[config.mk]
export PLATFORM = sky130hd
export DESIGN_NAME = i_cache_control
export DESIGN_NICKNAME = d
export VERILOG_FILES = /design/src/rtl/i_cache_control.sv
export SDC_FILE = /design/constraint.sdc
export NUM_CORES = 1
export LEC_CHECK = 0
export CAP_MARGIN = 10
export CORE_AREA = 10 10 47 49
export CTS_BUF_LIST = sky130_fd_sc_hd__clkbuf_2
export DETAILED_ROUTE_END_ITERATION = 8
export DIE_AREA = 0 0 57 59
export GPL_TIMING_DRIVEN = 0
export PLACE_DENSITY = 0.51
export SETUP_SLACK_MARGIN = 0.1
export SYNTH_ARGS = -nofsm -noshare
export SYNTH_HDL_FRONTEND = slang
export SYNTH_SLANG_ARGS = --single-unit
[constraint.sdc]
create_clock -name clk -period 1.42 [get_ports clk]
set_input_delay 0.355 -clock clk [delete_from_list [all_inputs] [get_ports clk]]
set_output_delay 0.355 -clock clk [all_outputs]
set_load 0.02 [all_outputs]
[src/rtl/i_cache_control.sv]
// -----------------------------------------------------------------------------
// i_cache_control
//
// Control FSM for a direct-mapped instruction cache. The datapath, which holds
// the valid/tag/data arrays, is outside this block. This block decides when to
// answer the CPU, when to request a line fill from main memory/L2, and when
// to load the returned line into the arrays.
//
// Optional build feature:
//   I_CACHE_PERF_CNT_EN - when defined, adds saturating hit/miss counters
//                         (hit_cnt, miss_cnt). When undefined, the ports and
//                         all counter logic are absent and the FSM is unchanged.
//
// Parameters:
//   CNT_W      width of the performance counters (feature build only)
//
// Ports:
//   clk        sole clock, rising edge
//   rst        asynchronous, active-high reset
//   cpu_read   CPU fetch request, held high until cpu_resp
//   cpu_resp   one-cycle pulse: datapath cache_rdata is valid this cycle
//   hit        combinational tag match from the datapath
//   ld_v       load strobe for the valid array
//   ld_tag     load strobe for the tag array
//   ld_data    load strobe for the data array
//   mmem_read  line-fill request, held until mmem_resp
//   mmem_resp  one-cycle pulse: 256-bit mmem_rdata is valid this cycle
//   hit_cnt    requests answered without a fill (feature build only)
//   miss_cnt   COMPARE->FILL transitions (feature build only)
// -----------------------------------------------------------------------------
module i_cache_control #(
    parameter int CNT_W = 32
) (
    input  logic             clk,
    input  logic             rst,
    input  logic             cpu_read,
    output logic             cpu_resp,
    input  logic             hit,
    output logic             ld_v,
    output logic             ld_tag,
    output logic             ld_data,
    output logic             mmem_read,
    input  logic             mmem_resp
`ifdef I_CACHE_PERF_CNT_EN
    ,
    output logic [CNT_W-1:0] hit_cnt,
    output logic [CNT_W-1:0] miss_cnt
`endif
);

    typedef enum logic [1:0] {
        IDLE    = 2'd0,
        COMPARE = 2'd1,
        FILL    = 2'd2,
        UPDATE  = 2'd3
    } state_e;

    state_e state_q;
    state_e state_d;
    logic   ld_line;

    // -------------------------------------------------------------------------
    // Next state and outputs.
    //
    // The outputs depend on the present state and on the current hit and
    // mmem_resp inputs. This is how a hit is answered in the cycle after
    // cpu_read is first seen, and how the line is loaded in the same cycle
    // that mmem_resp pulses. Registered outputs would add a cycle to both
    // paths. Because state_q resets asynchronously to IDLE, every output
    // goes low as soon as rst rises. An active fill is therefore dropped
    // at once.
    // -------------------------------------------------------------------------
    always_comb begin
        // NOTE: every signal gets a default before the case statement. This
        // means no path leaves a signal unassigned, so no latch is inferred.
        state_d   = state_q;
        cpu_resp  = 1'b0;
        mmem_read = 1'b0;
        ld_line   = 1'b0;

        unique case (state_q)
            IDLE: begin
                if (cpu_read) begin
                    state_d = COMPARE;
                end
            end

            COMPARE: begin
                if (!cpu_read) begin
                    // The request was withdrawn before a decision was made.
                    state_d = IDLE;
                end else if (hit) begin
                    cpu_resp = 1'b1;
                    state_d  = IDLE;
                end else begin
                    // Raise the fill request now, one cycle before FILL.
                    mmem_read = 1'b1;
                    state_d   = FILL;
                end
            end

            FILL: begin
                // The fill runs to completion even if cpu_read drops.
                mmem_read = 1'b1;
                if (mmem_resp) begin
                    ld_line = 1'b1;
                    state_d = UPDATE;
                end
            end

            UPDATE: begin
                // The line is now in the arrays. Re-check the tag in COMPARE
                // so that cache_rdata comes from the newly loaded line.
                state_d = cpu_read ? COMPARE : IDLE;
            end

            default: begin
                state_d = IDLE;
            end
        endcase
    end

    // The valid, tag and data arrays are always loaded together.
    assign ld_v    = ld_line;
    assign ld_tag  = ld_line;
    assign ld_data = ld_line;

    // NOTE: sequential state is written only with non-blocking assignments.
    // All flops then sample values from before the clock edge, so the
    // simulation result does not depend on the order of always blocks.
    always_ff @(posedge clk or posedge rst) begin
        if (rst) begin
            state_q <= IDLE;
        end else begin
            state_q <= state_d;
        end
    end

`ifdef I_CACHE_PERF_CNT_EN
    // -------------------------------------------------------------------------
    // Performance counters.
    //
    // After a fill, the request is answered from COMPARE just like a hit.
    // A per-request flag records that this request went through FILL, so
    // its final cpu_resp is not counted as a hit. The flag is set on entry
    // to FILL and cleared whenever the FSM is in IDLE. Every completed or
    // abandoned request passes through IDLE, so the flag never carries over
    // to the next request.
    // -------------------------------------------------------------------------
    localparam logic [CNT_W-1:0] CNT_ONE = {{(CNT_W-1){1'b0}}, 1'b1};
    localparam logic [CNT_W-1:0] CNT_MAX = {CNT_W{1'b1}};

    logic             fill_seen_q;
    logic             fill_seen_d;
    logic [CNT_W-1:0] hit_cnt_q;
    logic [CNT_W-1:0] hit_cnt_d;
    logic [CNT_W-1:0] miss_cnt_q;
    logic [CNT_W-1:0] miss_cnt_d;
    logic             start_fill;

    assign start_fill = (state_q == COMPARE) && (state_d == FILL);

    always_comb begin
        fill_seen_d = fill_seen_q;
        hit_cnt_d   = hit_cnt_q;
        miss_cnt_d  = miss_cnt_q;

        if (state_q == IDLE) begin
            fill_seen_d = 1'b0;
        end else if (start_fill) begin
            fill_seen_d = 1'b1;
        end

        // Both counters stop at all-ones instead of wrapping to zero.
        if (cpu_resp && !fill_seen_q && (hit_cnt_q != CNT_MAX)) begin
            hit_cnt_d = hit_cnt_q + CNT_ONE;
        end

        if (start_fill && (miss_cnt_q != CNT_MAX)) begin
            miss_cnt_d = miss_cnt_q + CNT_ONE;
        end
    end

    always_ff @(posedge clk or posedge rst) begin
        if (rst) begin
            fill_seen_q <= 1'b0;
            hit_cnt_q   <= '0;
            miss_cnt_q  <= '0;
        end else begin
            fill_seen_q <= fill_seen_d;
            hit_cnt_q   <= hit_cnt_d;
            miss_cnt_q  <= miss_cnt_d;
        end
    end

    assign hit_cnt  = hit_cnt_q;
    assign miss_cnt = miss_cnt_q;
`endif

    // -------------------------------------------------------------------------
    // Interface invariants.
    // -------------------------------------------------------------------------
    a_resp_vs_fill : assert property (@(posedge clk) disable iff (rst)
        !(cpu_resp && mmem_read));

    a_ld_only_in_fill : assert property (@(posedge clk) disable iff (rst)
        (ld_v || ld_tag || ld_data) |-> (state_q == FILL));

    a_resp_needs_read : assert property (@(posedge clk) disable iff (rst)
        cpu_resp |-> cpu_read);

endmodule
==> results of run 1 <==
[worst min path at each step]
stage	start	endpoint	slack (ps)	cells past startpoint
6_report	rst	state_q[0]$_DFFE_PP0P_	290	2
5_1_grt	rst	state_q[0]$_DFFE_PP0P_	290	2
4_1_cts	rst	state_q[0]$_DFFE_PP0P_	270	2
3_5_place_dp	rst	asynchronous set/reset pin	510	2
3_3_place_gp	rst	asynchronous set/reset pin	510	2
2_1_floorplan	rst	asynchronous set/reset pin	100	1
[stage by stage]
| stage | TNS (ps) | power, mW |
|---|---|---|
| 4_1_cts | -745 | 0.857 |
| 6_report | -636 | 0.874 |
| 2_1_floorplan | 0 | 0.442 |
| 3_5_place_dp | -3550 | 0.566 |
| 5_1_grt | -970 | 0.974 |
| 3_3_place_gp | -3530 | 0.562 |
[worst register-to-register path, delay by kind of cell, from the launching register on]
| family | cells | cell delay [ps] |
|---|---|---|
| flip-flops | 1 | 420 |
| multiplexers | 1 | 340 |
| buffers and inverters | 3 | 320 |
| AO/OA/AOI/OAI | 1 | 190 |
[metal layers]
layer  vias to the layer above  global-route usage  wire, um
li1                        120                   -         -
met3                         0              0.0193        58
met4                         0              0.0503         0
met2                         5              0.0620       336
met1                       105              0.0356       225
met5                         -                   0         0
[power by group through the flow]
stage               Sequential [mW]  Clock, mW  Combinational [mW]
floorplan                     0.136          0               0.306
global placement              0.147          0               0.416
detailed placement            0.145          0               0.421
CTS                           0.147      0.125               0.586
global route                  0.153      0.127               0.695
finish                        0.149      0.113               0.613
[cell usage in the layout (no fill, tap or decap)]
cell type,instances
ha_4,3
and3_1,1
or4_1,1
clkdlybuf4s50_1,1
buf_6,6
buf_4,7
ha_1,1
inv_4,2
clkbuf_2,4
dfrtp_2,2
mux2_1,1
dlygate4sd2_1,3
nor2_4,1
and2_4,1
nor2b_4,1
inv_1,3
a211oi_2,1
o21a_2,1
a2bb2oi_1,1
o21ai_0,1
o211ai_1,1
nand2_4,1
[area by class of cell]
type,count,area share
sequential,2,0.111
buffer,2,0.0397
timing repair buffer,15,0.291
multi-input combinational,16,0.423
tap,16,0.0423
clock buffer,4,0.0423
inverter,5,0.0503
[cells by family (layout without fill, tap and decap cells)]
family | Yosys count | after routing | share of synthesized area
buffers and inverters | 7 | 26 | 0.152
AND/OR/NAND/NOR | 6 | 6 | 0.185
AO/OA/AOI/OAI | 5 | 5 | 0.163
adder cells (fa/ha/maj) | 4 | 4 | 0.225
flip-flops | 2 | 2 | 0.225
multiplexers | 1 | 1 | 0.0506
[timing repair]
| item | CTS | global route |
|---|---|---|
| gates resized for setup | 42 | 0 |
| setup endpoints to repair | 7 | 7 |
| setup buffers | 4 | 2 |
| pin swaps | 4 | 0 |
==> results.md, run 1 <==
- Core area: 0.00140 mm2
- Yosys warns: 0
- Design Area, Final: 473 um2
- Total global routing overflow: 0
- Initial antenna violation count: 0
- Pins Over Slew Limit: 0
- Routed Antenna Nets: 0
- # nets final: 54
- Worst-path fanout max: 3
- Max VDD drop: between 0.7 and 0.8 mV
- Kind of end point of the critical path: output port
- Final core occ: 0.338
- CTS Buf Count: 3
- Clk pwr share: 0.129
- Top Family by Delay on Critical Path: flip-flops
- Std cell rows: 14
- DP Worst Slack: -773 ps
- DRT iter0 DRCs: 0
- Placed Instance Area: between 300 and 400 um2
- PwrDens: 1850 mW/mm2
- Setup violations, final: 5
- Static Leak: 0.227 nW
- Synthesized flop and latch total: 2
- First-pass GRT wire length: roughly 1000 um
- Reg-to-reg setup timing slack: 20 ps
- CTS Sinks: 2
- FF/Latch Area: 52.6 um2
- WHS: 294 ps
- Hold Buf Count CTS: 0
- Sequential Power Share: 0.170
- Ports: 10
- Routed WL: 621 um
- Buffers on Ports: 9
- Worst Path Arrival: 1240 ps
- Starting density of the core: 0.159
- Post-synth EDFFs: 0
- Reg2reg path depth: 5
- RSZ-0062 raised after global routing: yes
- Placer Congestion: 0.682
- TritonCTS clock tree: built
- Worst rel slew slack: 0.892
- Hold Path Class: in2async
- Vias post-DR: 230
- Yosys top cell area share: 0.225
- Yosys top cell by area: dfrtp_1
- Startpoint types: register
- Htree depth: 1
- Worst slew pin tran: 162 ps
- Root Driver: clkbuf_2
- Commonest cells post-synth: 5 x inv_1, 4 x ha_1, 2 x buf_4, 2 x dfrtp_1
- Max Cap Viol: 0
- Cells after DPL: 50
- Failing checks: negative setup slack
- Die area: 0.00336 mm2
- Ant diodes: 0
- Largest stage delay, worst path: 410 ps
- Register area share after synthesis: 0.225
- Syn Inst Count: 25
- Vias in the first global route: 255
- GRT Overall Usage: 0.0406
- Longest Clk Path Bufs: 2
- Most frequent cell after synthesis: inv_1
- WP buf/inv: 2
- Top_reg_cell synth: dfrtp_1
- Fin worst setup slack: -173 ps
- CP Cell Sequence: inv_4 > ha_4 > nand2_4 > nor2_4 > o21a_2 > buf_6
- WP data required: between 1000 and 1500 ps
- Area of the multi-input gates: 200 um2
- Die H: 59 um
- WP depth: 6
- Via-per-instance ratio: 3.83
- Internal Power: ~520 uW
- RR Startpoint: state_q[0]$_DFFE_PP0P_
- Filler instances: between 150 and 200
- Worst path slowest cell: dfrtp_2
- Sw Ratio: 0.409
- Hold violation total from the final report: 0
- Share of cells above drive strength 1: 0.682
- Status: complete, but fails checks
- Tcrit/Tclk final: 1.12
- Detailed-router iteration count before antenna repair: 1
- Fin crit period: 1590 ps
- Reg clk slew, reported paths: 40 ps
- Gate power share: 0.701
- Async SR Flop Fraction: 1.00
- Wire length per cell: 10.4 um
- Top cells by area, synth: dfrtp_1 22%, ha_1 22%, inv_1 8.4%
- Syn nets: 34
- Largest net degree at the start of global routing: 5
- Cell Count, Final, Fillers Out: 60
- Synth-to-Final Area Change: 112%
- Post-Syn Area: roughly 220 um2
- Worst-case clock skew: approximately 15 ps
- Worst-skew pair later-pin latency: 200 ps
- Die Width: between 50 and 60 um
- DRC Markers: 0
- CP endpoint: mmem_read
- Post-synthesis cell type count: 16
- Sw power: approximately 360 uW
- Crit path kind: reg2out
- Fmax: between 0.6 and 0.7 GHz
- Syn Area/Cell: 8.91 um2
No activity file was read; power rests on OpenSTA's default activity.
==> inputs of run 2 (changes only) <==
Settings changed: TNS_END_PERCENT set to 20.
==> run 2 against run 1 <==
The run still ends with negative setup slack left. Worst hold slack gained 18 ps. Clock-buffer cell count down 1. Non-clock buffer count fell by 3. Sequential share of layout area increased by 0.92 points. Sequential power about the same. Critical path type is now in2out. Largest cell class unchanged.
==> results.md, run 2 (same netlist as run 1, synthesis figures left out) <==
- Status: complete, but fails checks
- Failing checks: negative setup slack
- Core area: 0.00140 mm2 (unchanged)
- RR Startpoint: state_q[0]$_DFFE_PP0P_
- CP Cell Sequence: clkdlybuf4s50_1 > nor2_4 > o21a_2 > buf_6
- Fin worst setup slack: -193 ps (-19.9 ps)
- Startpoint types: primary input
- Critical Path Source: hit
- Share of cells above drive strength 1: 0.650 (-0.0318)
- Total global routing overflow: 0 (unchanged)
- Hold Path Class: in2async
- Largest net degree at the start of global routing: 7 (+2)
- Max VDD drop: 0.828 mV (+16%)
- PnR Total Power: 793 uW (-9.2%)
- Largest stage delay, worst path: 520 ps (+110 ps)
- First-pass GRT wire length: 821 um (-21%)
- Die H: 59 um (unchanged)
- Std cell rows: 14 (unchanged)
- Routed Antenna Nets: 0 (unchanged)
- Crit path kind: in2out
- CTS Sinks: 2 (unchanged)
- Pins Over Slew Limit: 0 (unchanged)
- Ports: 10 (unchanged)
- Die Width: 57 um (unchanged)
- Design Area, Final: 437 um2 (-7.7%)
- PwrDens: 1820 mW/mm2 (-1.7%)
- Reg2reg path depth: 5 (unchanged)
- Worst-path fanout max: 2 (-1)
- Synth-to-Final Area Change: 96.1%
- Fmax: 0.620 GHz (-1.2%)
- Wire length per cell: 11.1 um (+7.0%)
- Root Driver: clkbuf_2
- Worst slew pin tran: 177 ps (+15.2 ps)
- Setup TNS: -657 ps (-21.3 ps)
- Vias in the first global route: 210 (-18%)
- Kind of end point of the critical path: output port
- Placer Congestion: 0.663 (-2.7%)
- GRT Overall Usage: 0.0341 (-0.00648)
- Worst Path Arrival: 1260 ps (+20 ps)
- Hold violation total from the final report: 0 (unchanged)
- Placed Instance Area: 357 um2 (-3.7%)
- CTS Buf Count: 3 (unchanged)
- DRC Markers: 0 (unchanged)
- Final core occ: 0.312 (-0.0259)
- Longest Clk Path Bufs: 2 (unchanged)
- DP Worst Slack: -717 ps (+55.3 ps)
- Via-per-instance ratio: 3.88 (+1.1%)
- RSZ-0062 raised after global routing: yes
- Worst path slowest cell: clkdlybuf4s50_1
- Max Cap Viol: 0 (unchanged)
- Buffers on Ports: 9 (unchanged)
- Detailed-router iteration count before antenna repair: 2 (+1)
- Starting density of the core: 0.159 (unchanged)
- Static Leak: 0.211 nW (-7.0%)
- Ant diodes: 0 (unchanged)
- Worst-skew pair later-pin latency: 190 ps (about the same)
- TritonCTS clock tree: built
- Die area: 0.00336 mm2 (unchanged)
- Fin crit period: 1610 ps (+19.9 ps)
- DRT iter0 DRCs: 1 (+1)
- Vias post-DR: 217 (-5.7%)
- Tcrit/Tclk final: 1.14 (+0.0140)
- WP data required: 1070 ps (about the same)
- Most frequent cells in the layout: 5 x buf_6, 5 x buf_4, 3 x inv_1, 3 x clkbuf_2
- Htree depth: 1 (unchanged)
- Setup violations, final: 5 (unchanged)
- Routed WL: 620 um (-0.16%)
- Worst-case clock skew: 0.862 ps (-13.7 ps)
- Initial antenna violation count: 0 (unchanged)
- Worst rel slew slack: 0.882 (-0.0102)
- # nets final: 51 (-5.6%)
- Reg clk slew, reported paths: 30 ps (about the same)
[run 2: cell count changes in the layout (fill, tap and decap cells not counted), sizes merged]
cell / previous run / this run
buf: 13 / 10
clkdlybuf4s50: 1 / 2
dlygate4sd2: 3 / 1
dlymetal6s2s: 0 / 1
clkbuf: 4 / 3
[run 2: critical path: cells and delay by family]
kind                   cells  cell delay (ps)
AOI/OAI and AO/OA          1              190
buffers and inverters      2              640
and+or+nand+nor            1               60
[run 2: worst paths after layout]
check / slack [ps] / endpoint
worst max-delay path: -190 / mmem_read
worst min-delay path: 310 / asynchronous set/reset pin
worst max register to register: 40 / register
worst min register to register: 600 / register
max in group asynchronous: 990 / state_q[0]$_DFFE_PP0P_
min in group clk: 590 / state_q[0]$_DFFE_PP0P_
[run 2: routing by layer]
metal / vias up / share of wire / GRT usage
met5: - / 0 / 0
met4: 0 / 0 / 0.0503
met3: 0 / 0.090 / 0.0258
met2: 5 / 0.56 / 0.0450
met1: 101 / 0.35 / 0.0273
li1: 111 / - / -
[run 2: where the power goes]
| part | internal [mW] | switching (mW) |
|---|---|---|
| logic | 0.304 | 0.247 |
| registers | 0.0931 | 0.0592 |
| clock network | 0.0563 | 0.0337 |
[run 2: final cells by class]
class                      count  area (um2)
inverter                       5        23.8
sequential                     2        52.6
buffer                         2        18.8
tap                           16        20.0
timing repair buffer          12         116
fill                         157         965
multi-input combinational     16         190
clock buffer                   3        15.0
[run 2: timing repair]
item | CTS | global route
gates resized for setup | 37 | 6
hold buffers | 0 | 0
pin swaps | 1 | 1
buffers inserted | 1 | 2
endpoints found under the setup margin | 7 | 7
[run 2: per-stage QoR]
| stage | hold WS (ps) | instances |
|---|---|---|
| detailed placement | 515 | 50 |
| global placement | 516 | 50 |
| global route | 314 | 56 |
| CTS | 297 | 54 |
| finish | 312 | 56 |
| floorplan | 96.2 | 25 |
==> inputs of run 3 (changes only) <==
Settings changed: GPL_ROUTABILITY_DRIVEN set to 1, PLACE_DENSITY 0.51 to 0.5.
Clock period 1.42 ns to 2 ns, I/O delays scaled along.
==> run 3 against run 2 <==
The flow now finishes without violations. Worst setup slack improved by 310 ps. Non-clock buffer count shrank 1. Clock-buffer cell count did not move. Power fell by 47%. Critical path depth rose by 2. First-iteration DRC count grew 100%. Critical endpoint unchanged. Largest cell class unchanged.
==> results.md, run 3 (same netlist as run 1, synthesis figures left out) <==
- Status: completed
- Total global routing overflow: 0 (unchanged)
- Routed WL: 531 um (-14%)
- Fmax: 0.532 GHz
- Worst-skew pair later-pin latency: 180 ps (about the same)
- Internal Power: 242 uW (-47%)
- Sequential Power Share: 0.219 (+0.027)
- Max VDD drop: 0.364 mV (-56%)
- PwrDens: 1190 mW/mm2 (-35%)
- Ant diodes: 0 (unchanged)
- Worst Path Arrival: 1380 ps (+120 ps)
- Static Leak: 0.187 nW (-11%)
- WP data required: 1500 ps (+430 ps)
- Most frequent cells in the layout: 5 x buf_4, 4 x inv_1, 3 x ha_1, 3 x clkbuf_2, 3 x dlygate4sd2_1
- CTS Sinks: 2 (unchanged)
- Worst rel slew slack: 0.835 (-0.0469)
- DRT iter0 DRCs: 2 (+1)
- Reg-to-reg setup timing slack: 490 ps (+450 ps)
- Via-per-instance ratio: 3.69 (-4.8%)
- Buffers on Ports: 9 (unchanged)
- Worst-path fanout max: 5 (+3)
- Max Cap Viol: 0 (unchanged)
- # nets final: 50 (-2.0%)
- RSZ-0062 raised after global routing: yes
- Pins Over Slew Limit: 0 (unchanged)
- GRT Overall Usage: 0.0336 (-0.000519)
- Hold Path Class: in2async
- Setup violations, final: 0 (-5)
- TritonCTS clock tree: built
- Die H: 59 um (unchanged)
- Tcrit/Tclk final: 0.939
- Ports: 10 (unchanged)
- Htree depth: 1 (unchanged)
- Wire length per cell: 9.65 um (-13%)
- Die Width: 57 um (unchanged)
- Worst slew pin tran: 246 ps (+69.6 ps)
- First-pass GRT wire length: 931 um (+13%)
- Clk pwr share: 0.144 (+0.030)
- Gate power share: 0.637 (-0.057)
- Share of cells above drive strength 1: 0.436 (-0.214)
- Kind of end point of the critical path: output port
- Routed Antenna Nets: 0 (unchanged)
- Hold Buf Count CTS: 0 (unchanged)
- Startpoint types: register
- Std cell rows: 14 (unchanged)
- Design Area, Final: 357 um2 (-18%)
- Root Driver: clkbuf_2
- Critical Path Source: state_q[0]$_DFFE_PP0P_
- Worst-case clock skew: 0.756 ps (-0.105 ps)
- DRC Markers: 0 (unchanged)
- Vias post-DR: 203 (-6.5%)
- Most common cell after layout, fill and taps aside: buf_4
- Placer Congestion: 0.707 (+6.6%)
- Fin worst setup slack: 121 ps (+314 ps)
- Longest Clk Path Bufs: 2 (unchanged)
- Sw Ratio: 0.427 (-0.00124)
- Synth-to-Final Area Change: 60.1%
- Detailed-router iteration count before antenna repair: 3 (+1)
- Fin crit period: about 1900 ps
- DP Worst Slack: -421 ps (+296 ps)
- CP endpoint: mmem_read
- Hold violation total from the final report: 0 (unchanged)
- Initial antenna violation count: 0 (unchanged)
- Sw power: 180 uW (-47%)
- RR Startpoint: state_q[0]$_DFFE_PP0P_
- Reg2reg path depth: 5 (unchanged)
- Largest net degree at the start of global routing: 6 (-1)
- CTS Buf Count: 3 (unchanged)
- Placed Instance Area: 333 um2 (-6.7%)
- Die area: 0.00336 mm2 (unchanged)
- Starting density of the core: 0.159 (unchanged)
- Crit path kind: reg2out
- Core area: 0.00140 mm2 (unchanged)
- Vias in the first global route: 246 (+17%)
- Reg clk slew, reported paths: 30 ps (about the same)
==> run 3: cell count changes in the layout (fill, tap and decap cells not counted), moves of 2 or more <==
cell / before / now
ha_1: 1 / 3
buf_6: 5 / 0
dlygate4sd2_1: 1 / 3
ha_4: 2 / 0
inv_4: 2 / 0
buf_2: 0 / 2
==> run 3: critical path: stages (launching register included) <==
cell,delay [ps]
dfrtp_2,430
buf_4,140
ha_1,200
nand2_1,70
nor2_2,50
o21a_1,160
buf_4,150
==> run 3: worst min-delay path by stage <==
stage | to | slack [ps] | cells past startpoint | start
3_5_place_dp | register | 580 | 1 | register
5_1_grt | state_q[0]$_DFFE_PP0P_ | 470 | 2 | rst
6_report | asynchronous set/reset pin | 470 | 2 | rst
4_1_cts | asynchronous set/reset pin | 460 | 2 | rst
3_3_place_gp | register | 570 | 1 | register
2_1_floorplan | asynchronous set/reset pin | 240 | 1 | rst
==> run 3: final cells by class <==
class                           count  area (um2)
Clock buffer                        3        15.0
Inverter                            5        18.8
Buffer                              2        15.0
Tap cell                           16        20.0
Timing Repair Buffer               11        90.1
Fill cell                         174        1040
Multi-Input combinational cell     16         146
Sequential cell                     2        51.3
==> run 3: what timing repair did <==
| action | in CTS | in global routing |
|---|---|---|
| setup endpoints to repair | 5 | 4 |
| setup buffers | 2 | 0 |
| pin swaps | 1 | 1 |
| gates resized for setup | 21 | 3 |
==> run 3: metal layers <==
metal  part of all wire  wire [um]  global-route usage
met1               0.49        260              0.0342
met3              0.026         14              0.0107
met2               0.48        256              0.0543
met5                  0          0                   0
met4                  0          0              0.0302
==> run 3: power by group through the flow <==
stage	Sequential, mW	Clock, mW	Combinational [mW]
finish	0.0925	0.0609	0.269
global route	0.0957	0.0693	0.297
CTS	0.0887	0.0654	0.273
detailed placement	0.0922	0	0.253
global placement	0.0910	0	0.254
floorplan	0.0817	0	0.179
==> run 3: stage by stage <==
step | total power, mW | util | hold WS [ps] | instances | setup TNS (ps)
2_1_floorplan | 0.261 | - | 241 | 25 | 0
3_3_place_gp | 0.345 | 0.238 | 571 | 50 | -1800
3_5_place_dp | 0.345 | 0.238 | 582 | 50 | -1820
4_1_cts | 0.427 | 0.258 | 458 | 55 | 0
5_1_grt | 0.462 | 0.254 | 471 | 55 | 0
6_report | 0.423 | 0.254 | 471 | 55 | 0
